==> src/rtl/clock_set_controller.sv <==
// Button front end for the VGA clock: synchronise, debounce, arbitrate hour/min/sec, auto-repeat strobes.
// Optional feature macro: CLOCK_SET_FAST_REPEAT_EN (faster repeat after 8 repeat strobes in one hold).
module clock_set_controller #(
    parameter int DEBOUNCE_CYCLES = 250000,
    parameter int REPEAT_DELAY    = 12500000,
    parameter int REPEAT_RATE     = 2500000
) (
    input  logic clk,
    input  logic reset_n,
    input  logic hour_in,
    input  logic min_in,
    input  logic sec_in,
    input  logic al_in,
    input  logic al_on_off_toggle_in,
    output logic inc_hour_o,
    output logic inc_min_o,
    output logic clr_sec_o,
    output logic sel_alarm_o,
    output logic alarm_en_o
);

    localparam int MAX_A = (DEBOUNCE_CYCLES > REPEAT_DELAY) ? DEBOUNCE_CYCLES : REPEAT_DELAY;
    localparam int MAX_P = (MAX_A > REPEAT_RATE) ? MAX_A : REPEAT_RATE;
    localparam int CNT_W = (MAX_P > 1) ? $clog2(MAX_P) : 1;

    localparam logic [CNT_W-1:0] DB_LAST    = CNT_W'(DEBOUNCE_CYCLES - 1);
    localparam logic [CNT_W-1:0] DELAY_LAST = CNT_W'(REPEAT_DELAY - 1);
    localparam logic [CNT_W-1:0] RATE_LAST  = CNT_W'(REPEAT_RATE - 1);
`ifdef CLOCK_SET_FAST_REPEAT_EN
    localparam int FAST_RATE = (REPEAT_RATE / 4 > 0) ? REPEAT_RATE / 4 : 1;
    localparam logic [CNT_W-1:0] FAST_LAST = CNT_W'(FAST_RATE - 1);
`endif

    localparam int B_HOUR = 0;
    localparam int B_MIN  = 1;
    localparam int B_SEC  = 2;
    localparam int B_TOG  = 3;
    localparam int B_AL   = 4;

    typedef enum logic [1:0] {
        S_IDLE,
        S_HOLD_WAIT,
        S_REPEAT,
        S_WAIT_RELEASE
    } state_t;

    logic [4:0]       w_raw;
    logic [4:0]       r_sync1;
    logic [4:0]       r_sync2;
    logic [4:0]       r_deb;
    logic [4:0]       r_vld;
    logic [3:0]       r_deb_d;
    logic [3:0]       r_vld_d;
    logic [CNT_W-1:0] r_db_cnt [0:4];
    logic [3:0]       w_rise;
    logic             w_held;
    logic [CNT_W-1:0] w_rate_last;

    state_t           r_state;
    logic [2:0]       r_btn;
    logic [CNT_W-1:0] r_rep_cnt;
`ifdef CLOCK_SET_FAST_REPEAT_EN
    logic [3:0]       r_fast_cnt;
`endif

    assign w_raw = {al_in, al_on_off_toggle_in, sec_in, min_in, hour_in};

    // After reset a level must first be seen stable (r_vld) before its edges count, so a
    // button held through reset cannot fire until it is released and pressed again.
    assign w_rise = r_deb[3:0] & ~r_deb_d & r_vld_d;
    assign w_held = |(r_btn & r_deb[2:0]);

`ifdef CLOCK_SET_FAST_REPEAT_EN
    assign w_rate_last = (r_fast_cnt == 4'd8) ? FAST_LAST : RATE_LAST;
`else
    assign w_rate_last = RATE_LAST;
`endif

    always_ff @(posedge clk or negedge reset_n) begin
        if (!reset_n) begin
            r_sync1 <= '0;
            r_sync2 <= '0;
            r_deb   <= '0;
            r_vld   <= '0;
            r_deb_d <= '0;
            r_vld_d <= '0;
            for (int i = 0; i < 5; i++) begin
                r_db_cnt[i] <= '0;
            end
        end else begin
            r_sync1 <= w_raw;
            r_sync2 <= r_sync1;
            r_deb_d <= r_deb[3:0];
            r_vld_d <= r_vld[3:0];
            for (int i = 0; i < 5; i++) begin
                if (r_sync2[i] == r_deb[i]) begin
                    if (r_vld[i]) begin
                        r_db_cnt[i] <= '0;
                    end else if (r_db_cnt[i] >= DB_LAST) begin
                        r_vld[i]    <= 1'b1;
                        r_db_cnt[i] <= '0;
                    end else begin
                        r_db_cnt[i] <= r_db_cnt[i] + 1'b1;
                    end
                end else if (!r_vld[i]) begin
                    r_deb[i]    <= r_sync2[i];
                    r_db_cnt[i] <= '0;
                end else if (r_db_cnt[i] >= DB_LAST) begin
                    r_deb[i]    <= r_sync2[i];
                    r_db_cnt[i] <= '0;
                end else begin
                    r_db_cnt[i] <= r_db_cnt[i] + 1'b1;
                end
            end
        end
    end

    always_ff @(posedge clk or negedge reset_n) begin
        if (!reset_n) begin
            alarm_en_o <= 1'b0;
        end else if (w_rise[B_TOG]) begin
            alarm_en_o <= ~alarm_en_o;
        end
    end

    always_ff @(posedge clk or negedge reset_n) begin
        if (!reset_n) begin
            r_state     <= S_IDLE;
            r_btn       <= '0;
            r_rep_cnt   <= '0;
            inc_hour_o  <= 1'b0;
            inc_min_o   <= 1'b0;
            clr_sec_o   <= 1'b0;
            sel_alarm_o <= 1'b0;
`ifdef CLOCK_SET_FAST_REPEAT_EN
            r_fast_cnt  <= '0;
`endif
        end else begin
            inc_hour_o <= 1'b0;
            inc_min_o  <= 1'b0;
            clr_sec_o  <= 1'b0;
            case (r_state)
                S_IDLE: begin
                    if (w_rise[B_HOUR]) begin
                        r_btn       <= 3'b001;
                        sel_alarm_o <= r_deb[B_AL];
                        inc_hour_o  <= 1'b1;
                        r_rep_cnt   <= '0;
                        r_state     <= S_HOLD_WAIT;
                    end else if (w_rise[B_MIN]) begin
                        r_btn       <= 3'b010;
                        sel_alarm_o <= r_deb[B_AL];
                        inc_min_o   <= 1'b1;
                        r_rep_cnt   <= '0;
                        r_state     <= S_HOLD_WAIT;
                    end else if (w_rise[B_SEC]) begin
                        r_btn       <= 3'b100;
                        sel_alarm_o <= r_deb[B_AL];
                        clr_sec_o   <= ~r_deb[B_AL];
                        r_state     <= S_WAIT_RELEASE;
                    end
                end
                S_HOLD_WAIT: begin
                    if (!w_held) begin
                        r_state <= S_IDLE;
                    end else if (r_rep_cnt >= DELAY_LAST) begin
                        inc_hour_o <= r_btn[B_HOUR];
                        inc_min_o  <= r_btn[B_MIN];
                        r_rep_cnt  <= '0;
                        r_state    <= S_REPEAT;
`ifdef CLOCK_SET_FAST_REPEAT_EN
                        r_fast_cnt <= '0;
`endif
                    end else begin
                        r_rep_cnt <= r_rep_cnt + 1'b1;
                    end
                end
                S_REPEAT: begin
                    if (!w_held) begin
                        r_state <= S_IDLE;
                    end else if (r_rep_cnt >= w_rate_last) begin
                        inc_hour_o <= r_btn[B_HOUR];
                        inc_min_o  <= r_btn[B_MIN];
                        r_rep_cnt  <= '0;
`ifdef CLOCK_SET_FAST_REPEAT_EN
                        if (r_fast_cnt != 4'd8) begin
                            r_fast_cnt <= r_fast_cnt + 1'b1;
                        end
`endif
                    end else begin
                        r_rep_cnt <= r_rep_cnt + 1'b1;
                    end
                end
                S_WAIT_RELEASE: begin
                    if (!w_held) begin
                        r_state <= S_IDLE;
                    end
                end
                default: r_state <= S_IDLE;
            endcase
        end
    end

endmodule

==> config.mk <==
export PLATFORM = sky130hd
export DESIGN_NAME = clock_set_controller
export DESIGN_NICKNAME = d
export VERILOG_FILES = /design/src/rtl/clock_set_controller.sv
export SDC_FILE = /design/constraint.sdc
export NUM_CORES = 1
export LEC_CHECK = 0
export CAP_MARGIN = 20
export CORE_MARGIN = 2
export CORE_UTILIZATION = 35
export DETAILED_ROUTE_END_ITERATION = 8
export PLACE_DENSITY = 0.56
export SLEW_MARGIN = 10
export SYNTH_ARGS = -nofsm -noshare
export SYNTH_HDL_FRONTEND = slang
export SYNTH_SLANG_ARGS = --single-unit
export TNS_END_PERCENT = 30
==> constraint.sdc <==
create_clock -name clk -period 6.13 [get_ports clk]
set_input_delay 1.226 -clock clk [delete_from_list [all_inputs] [get_ports clk]]
set_output_delay 1.226 -clock clk [all_outputs]
set_load 0.01 [all_outputs]
**Word level (Yosys, flattened, before mapping)**

Cells that the tools add are included.
Widths: inputs -> output; s select.

- Output and inout bits: 5
- Register bits after elaboration: 182
- Word-level logic and storage cells: 160

- Multiplexer cells: 77
- $add $sub $neg: 6
- Order comparisons: 7
- Reductions and logical operators: 13
- Bitwise logic cells: 11
- Equality and inequality tests: 19

Operators by type and width:

| operator | number |
|---|---|
| $mux 24 | 26 |
| $add 24x1->24 const B | 6 |
| $ge 24x18->1 const B | 5 |
| $pmux 24 s3 | 1 |
| $mux 1 | 38 |
| $ge 24x22->1 const B | 1 |
| $ge 24x24->1 const B | 1 |
| $mux 2 | 6 |
| $reduce_and 2->1 | 6 |
| $ne 2x1->1 const B | 5 |
| $mux 3 | 3 |
| $and 4x4->4 | 2 |
| $not 1->1 | 7 |
| $ne 2x2->1 const B | 3 |
| $ne 3x3->1 const B | 2 |
| $pmux 1 s3 | 2 |
| $pmux 2 s3 | 1 |
| $reduce_bool 3->1 | 2 |
| $eq 1x1->1 | 5 |
| $eq 2x2->1 const B | 2 |
| $ne 4x4->1 const B | 1 |
| $not 4->4 | 1 |
| $reduce_and 4->1 | 1 |
| $and 3x3->3 | 1 |
| other kinds (5) | 5 |

**Longest topological paths before layout**

Gate-level depths: netlist of the first run.

- Word-level depth: 7
- Mapped depth: 9
- Depth with buffers taken out: 8

**Least setup slack after synthesis of the first run**

Ideal clock, no wire load.

- Kind: reg-to-reg
- Start: register r_state[0]
- End: register r_rep_cnt[9]
- Data arrival time: 2.193 ns
- Clock period less this slack: 2.270 ns
- Data required time: 6.053 ns
- Stages on the path, launching flop included: 9
- Setup time: 0.077 ns
- Path slack: 3.860 ns
- Cell sequence: dfrtp_1 -> inv_1 -> ha_1 -> or2_2 -> a32o_1 -> nor4_4 -> nand3_1 -> or3_1 -> a21oi_1

- Cells in the longest elaborated chain, start to end: 3

RTL lines:

| what | RTL line | text |
|---|---|---|
| start: declaration | 59 | `state_t r_state;` |
| start signal: assignment | 128 | `r_state <= S_IDLE;` |
| start signal: assignment | 149 | `r_state <= S_HOLD_WAIT;` |
| start signal: assignment | 155 | `r_state <= S_HOLD_WAIT;` |
| $eq 2x1->1, or another cell as far along | 142 | `case (r_state)` |
| $ne 2x2->1 (no source line), or another cell as far along | - |  |
| $reduce_and 4->1 (no source line) | - |  |
| end signal: assignment | 175 | `r_rep_cnt <= r_rep_cnt + 1'b1;` |
| end signal: assignment | 191 | `r_rep_cnt <= r_rep_cnt + 1'b1;` |
| end: declaration | 61 | `logic [CNT_W-1:0] r_rep_cnt;` |

Parallel ways exist; a longest one is shown, timed or not.
A chain may end at the register's enable or synchronous reset.

**Final worst setup path of the first run**

- Start: register r_state[0]
- End: register r_rep_cnt[16]

Same word-level chain as after synthesis.

==> metrics.yaml, run 1 <==
drv_slew: 0
antenna_found_initial: 0
track_usage: 0.124
die-height_um: 154
synth-seq-cells: 182
synthAdderAreaFrac: 0.0175
area_growth_syn_to_layout_pct: 14.3
path_buf_inv: 1
synth_edf_count: 0
grtUsageMet1: 0.172
drt_iter0_drc: 200
gr-total-overflow: 0
crit_fanout: 9
max_stage_delay_ns: 0.78
cts_setup_buffers: 0
synth_area_leaders: "dfrtp_1 (58%), xor2_1 (7.7%), nor2_1 (6.1%)"
hold_violations: 0
grt_pass1_wl_mm: 23.9
outcome: "complete, no violations"
io_pins: 12
grt_max_degree: 101
hp-start: "r_sync1[0]$_DFF_PN0_"
portBuffers: 11
rsz0062_at_grt: "false"
end_kind: "flop"
n_antenna_cell: 0
cts-root-buf: "clkbuf_16"
gr-usage-met3: 0.0338
tightest_slew_ns: 0.922
core-area_um2: 22000
wire_per_inst_um: 12.3
r2r_cells: 8
skew_ns: 0.0115
cts_made_buffers: 17
vias: 5085
cap_violations: 0
min_period_ns: 2.62
grt-busiest-layer: "met2"
rr_endpoint: "r_rep_cnt[16]$_DFFE_PN0P_"
synth_mux_area_frac: 0.0100
holdWs_ns: 0.351
crit_path_start_kind: "flop"
first_pass_iters: 4
ff2ff_setup_slack_ns: 3.51
drc: 0
setup_viol: 0
worst-setup-path-type: "reg -> reg"
synth_top_family_by_area: "simple AND/OR/NAND/NOR gates"
ir_worst_vdd_uv: 190
use_met2: 0.185
clock_path_buffers: 2
dieArea_um2: 23700
synth_area_um2: 7870
synth_top_cell_area_share: 0.578
crit_start: "r_state[0]$_DFFE_PN0P_"
htreeDepth: 4
cp_top_family: "simple AND/OR/NAND/NOR gates"
ys.flop_type: "dfrtp_1"
place_congestion: 0.785
cp.required_ns: 6.44
drive_gt1_frac: 0.0646
finalSetupTns_ns: 0
min_path_type: "reg -> reg"
yosys.area_share.simple: 0.212
ys_warn_count: 0
hold_depth: 0
cts_tree: "done"
arrival_ns: 2.92
initial_utilization: 0.359
worstPathCellList: "inv_1, ha_1, or2_2, a32o_1, nor4b_2, nand4_1, xor2_1, nor2_1"
ff_latch_area_um2: 4550
syn_area_per_cell_um2: 10.8
cts_sinks: 182
row_count: 54
wirelength_mm: 13.1
fillers: 2105
clk_pin_slew_ns: 0.07
die_width_um: 154
seq_area_frac_synth: 0.578
synthArstFlopShare: 1.00
r2r_start: "r_state[0]$_DFFE_PN0P_"
place_hpwl_mm: 8.53
min_to: "r_sync2[0]$_DFF_PN0_"
synth_xor_area_frac: 0.118
ant_nets: 0
syn-instance-count: 730
powerDensity_nw_per_um2: 300
post_cts_resize_count: 0
postCtsHoldBufs: 0
clk_latency_ns: 0.43
layout.nets: 796
ys_types: 50
yosys.area.top_type: "dfrtp_1"
min_period_over_period: 0.427
multi_input_area_um2: 3320
slowest_stage: "nor4b_2"
synth_compound_gate_area_share: 0.0502
grt_pass1_vias: 5011
fmax_mhz: 382
p_leak_uw: 0.00389
slew_headroom: 0.383
vias_per_cell: 4.75
-- through the flow --
stage | std cells | total power [uW] | setup slack [ns] | utilization | area (um^2)
final | 1070 | 2700 | 3.51 | 0.410 | 9000
after global routing | 1070 | 2850 | 3.35 | 0.410 | 9000
after CTS | 1070 | 2750 | 3.49 | 0.410 | 9000
after detailed placement | 1039 | 1630 | 3.50 | 0.382 | 8400
after global placement | 1039 | 1630 | 3.53 | 0.382 | 8400
after floorplan | 759 | 1550 | 3.86 | - | 7980
-- cell usage in the layout, fill, tap and decap left out, types with 3 or more instances in the layout --
cell type        instances
a211oi_1                 4
a21o_1                   3
a21oi_1                  9
a31oi_1                  6
and3_1                  34
and4_1                   9
clkbuf_16               17
clkdlybuf4s50_1         10
conb_1                  30
dfrtp_1                182
ha_1                    11
inv_1                   11
inv_6                    4
mux2_2                   7
nand2_1                 67
nand3_1                 44
nand3b_1                 3
nand4_1                 21
nor2_1                 129
nor3_1                   7
nor4_1                  13
o21ai_0                  8
o21bai_1                 5
o41ai_1                  5
or2_2                    3
or3_1                    3
xnor2_1                 37
xor2_1                  69
-- cell usage after synthesis (all sizes together) (3+ instances only) --
library cell,number
ha,11
a21oi,9
inv,11
and2,3
o21ai,8
nand2,67
nor3,7
nor2,129
clkbuf,11
nand3,44
o41ai,5
or3,3
nand4,21
and3,34
a21o,3
or2,3
nand3b,3
mux2,7
and4,9
dfrtp,182
xor2,69
nor4,14
xnor2,37
o21bai,5
a31oi,7
a211oi,5
-- flip-flops by register name, indices dropped and copies added, names as in the netlist --
signal and cells:
alarm_en_o 1, clr_sec_o 1, inc_hour_o 1, inc_min_o 1, r_btn 3, r_db_cnt 120, r_deb 5, r_deb_d 4
r_rep_cnt 24, r_state 2, r_sync1 5, r_sync2 5, r_vld 5, r_vld_d 4, sel_alarm_o 1
-- how the worst max path moves through the flow --
| stage | slack (ns) | end | cells after the start |
|---|---|---|---|
| 6_report | 3.51 | r_rep_cnt[16]$_DFFE_PN0P_ | 8 |
| 2_1_floorplan | 3.86 | r_rep_cnt[9]$_DFFE_PN0P_ | 8 |
| 5_1_grt | 3.35 | r_rep_cnt[9]$_DFFE_PN0P_ | 8 |
| 3_3_place_gp | 3.53 | r_rep_cnt[18]$_DFFE_PN0P_ | 8 |
| 3_5_place_dp | 3.50 | r_rep_cnt[18]$_DFFE_PN0P_ | 8 |
| 4_1_cts | 3.49 | r_rep_cnt[16]$_DFFE_PN0P_ | 8 |
-- where the power goes --
| group | internal (uW) | switching [uW] | total (uW) |
|---|---|---|---|
| Clock | 612 | 495 | 1110 |
| Sequential | 1250 | 31.2 | 1280 |
| Combinational | 119 | 196 | 314 |
-- layer usage --
metal | vias to the layer above | wire [um]
met5 | - | 0
met3 | 13 | 363
li1 | 2565 | -
met1 | 2459 | 6800
met2 | 48 | 5810
met4 | 0 | 158
-- worst reg2reg max path, stage by stage (launching register included) --
cell,delay [ns]
dfrtp_1,0.40
inv_1,0.09
ha_1,0.24
or2_2,0.28
a32o_1,0.28
nor4b_2,0.79
nand4_1,0.20
xor2_1,0.17
nor2_1,0.05
-- kinds of logic (layout without fill, tap and decap cells) --
logic type                 Yosys count  in the layout
xor gates and xnor gates           106            106
other                                1             30
and+or+nand+nor                    345            345
adders and majority gates           11             11
buffers and inverters               24             55
muxes                                7              7
DFF                                182            182
AOI/OAI and AO/OA                   54             54
-- area by class of cell --
cell class                 count  area share
timing repair buffer          13      0.0143
clock inverter                14      0.0192
multi-input combinational    553       0.369
clock buffer                  17      0.0473
sequential                   182       0.506
inverter                      11     0.00459
tap                          280      0.0389
(Power assumes the default switching activity.)
==> inputs of run 2 (changes only) <==
--- a/config.mk
+++ b/config.mk
@@ -9,7 +9,7 @@
 export CORE_MARGIN = 2
 export CORE_UTILIZATION = 35
 export DETAILED_ROUTE_END_ITERATION = 8
-export PLACE_DENSITY = 0.56
+export PLACE_DENSITY = 0.57
 export SLEW_MARGIN = 10
 export SYNTH_ARGS = -nofsm -noshare
 export SYNTH_HDL_FRONTEND = slang
==> constraint.sdc (replaced) <==
create_clock -name clk -period 2.33 [get_ports clk]
set_input_delay 0.466 -clock clk [delete_from_list [all_inputs] [get_ports clk]]
set_output_delay 0.466 -clock clk [all_outputs]
set_load 0.01 [all_outputs]
==> metrics.yaml, run 2 (synthesis gave the netlist of run 1 again) <==
final_cell_mix: "dfrtp_1 (182), nor2_1 (129), xor2_1 (69)"
outcome: "complete, no violations"
rsz0062_at_grt: "false"
worst-setup-path-type: "reg -> reg"
cts-root-buf: "clkbuf_16"
row_count: 54
clock_path_buffers: 2
ir_worst_vdd_uv: 521
drv_slew: 0
place_congestion: 0.768
clk_pin_slew_ns: 0.06
ff_latch_area_um2: 4550
drive_gt1_frac: 0.0828
min_period_over_period: 0.951
fillers: 2086
grt_pass1_wl_mm: 24.0
place_hpwl_mm: 8.93
finalSetupTns_ns: 0
wire_per_inst_um: 12.3
multi_input_area_um2: 3330
top_regs: "r_db_cnt: 120 flops, r_rep_cnt: 24 flops"
dieArea_um2: 23700
slew_headroom: 0.647
initial_utilization: 0.359
crit_path_start_kind: "flop"
post-place-ws_ns: 0.0906
arrival_ns: 2.58
min_period_ns: 2.22
area_growth_syn_to_layout_pct: 16.1
fmax_mhz: 451
grt_max_degree: 53
cts_sinks: 182
tightest_slew_ns: 0.528
skew_ns: 0.00845
power_uw: 7070
htreeDepth: 4
ant_nets: 0
largest_register_ffs: 120
drt_iter0_drc: 248
first_pass_iters: 5
wirelength_mm: 13.4
powerDensity_nw_per_um2: 774
gr-total-overflow: 0
top_register: "r_db_cnt"
layout.nets: 814
n_antenna_cell: 0
cts_tree: "done"
clk_latency_ns: 0.43
vias_per_cell: 4.79
die_width_um: 154
cp.required_ns: 2.70
track_usage: 0.123
ff2ff_setup_slack_ns: 0.11
min_path_type: "reg -> reg"
crit_fanout: 4
cap_violations: 0
core-area_um2: 22000
io_pins: 12
die-height_um: 154
drc: 0
worst_slack_ns: 0.114
hold_violations: 0
setup_viol: 0
p_leak_uw: 0.00397
vias: 5219
grt_pass1_vias: 5208
end_kind: "flop"
antenna_found_initial: 0
final_common_cell: "dfrtp_1"
portBuffers: 11
cts_made_buffers: 17
## run 2: path summary, 6_finish.rpt
kind	startpoint	cells after the start	to
min reg2reg	r_sync1[3]$_DFF_PN0_	0	r_sync2[3]$_DFF_PN0_
max in group asynchronous	reset_n	3	r_rep_cnt[1]$_DFFE_PN0P_
max	r_state[0]$_DFFE_PN0P_	8	r_rep_cnt[3]$_DFFE_PN0P_
min in group asynchronous	reset_n	2	r_db_cnt[64]$_DFF_PN0_
min	r_sync1[3]$_DFF_PN0_	0	r_sync2[3]$_DFF_PN0_
max reg2reg	r_state[0]$_DFFE_PN0P_	8	r_rep_cnt[3]$_DFFE_PN0P_
## run 2: what timing repair did
action                                 in CTS  in global routing
resized for setup                           0                  2
buffers inserted                            0                  2
endpoints found under the hold margin      40                  0
hold buffers                                1                  0
setup endpoints to repair                   0                  7
## run 2: power breakdown
part | leakage (uW) | switching, uW | internal, uW | total, uW
Combinational | 0.00133 | 547 | 380 | 927
Clock | 0.000270 | 1210 | 1570 | 2780
Sequential | 0.00237 | 80.4 | 3280 | 3360
## run 2: critical path, cell delays in order (launching register included)
cell and delay, ns:
dfrtp_1 0.40, inv_1 0.09, ha_1 0.25, or2_2 0.28
a32o_2 0.26, or2_2 0.30, or3_1 0.34, a21oi_1 0.14
a21o_1 0.10
## run 2: metrics by stage
step / utilization / std cells / hold WS (ns) / cell area [um^2]
2_1_floorplan: - / 759 / 0.170 / 7980
3_3_place_gp: 0.389 / 1054 / 0.336 / 8540
3_5_place_dp: 0.389 / 1054 / 0.335 / 8540
4_1_cts: 0.415 / 1087 / 0.350 / 9120
5_1_grt: 0.416 / 1089 / 0.352 / 9140
6_report: 0.416 / 1089 / 0.347 / 9140
## run 2: routing by layer
layer | vias up | wire, um | track usage
li1 | 2601 | - | -
met1 | 2545 | 6910 | 0.167
met2 | 57 | 6000 | 0.194
met3 | 16 | 335 | 0.0287
met4 | 0 | 182 | 0.0401
met5 | - | 0 | 0
## run 2: final cells by class
type | count | share of cell area
Clock buffer | 24 | 0.0527
Multi-Input combinational cell | 553 | 0.364
Clock inverter | 8 | 0.00986
Timing Repair Buffer | 31 | 0.0319
Inverter | 11 | 0.00452
Sequential cell | 182 | 0.498
Tap cell | 280 | 0.0383
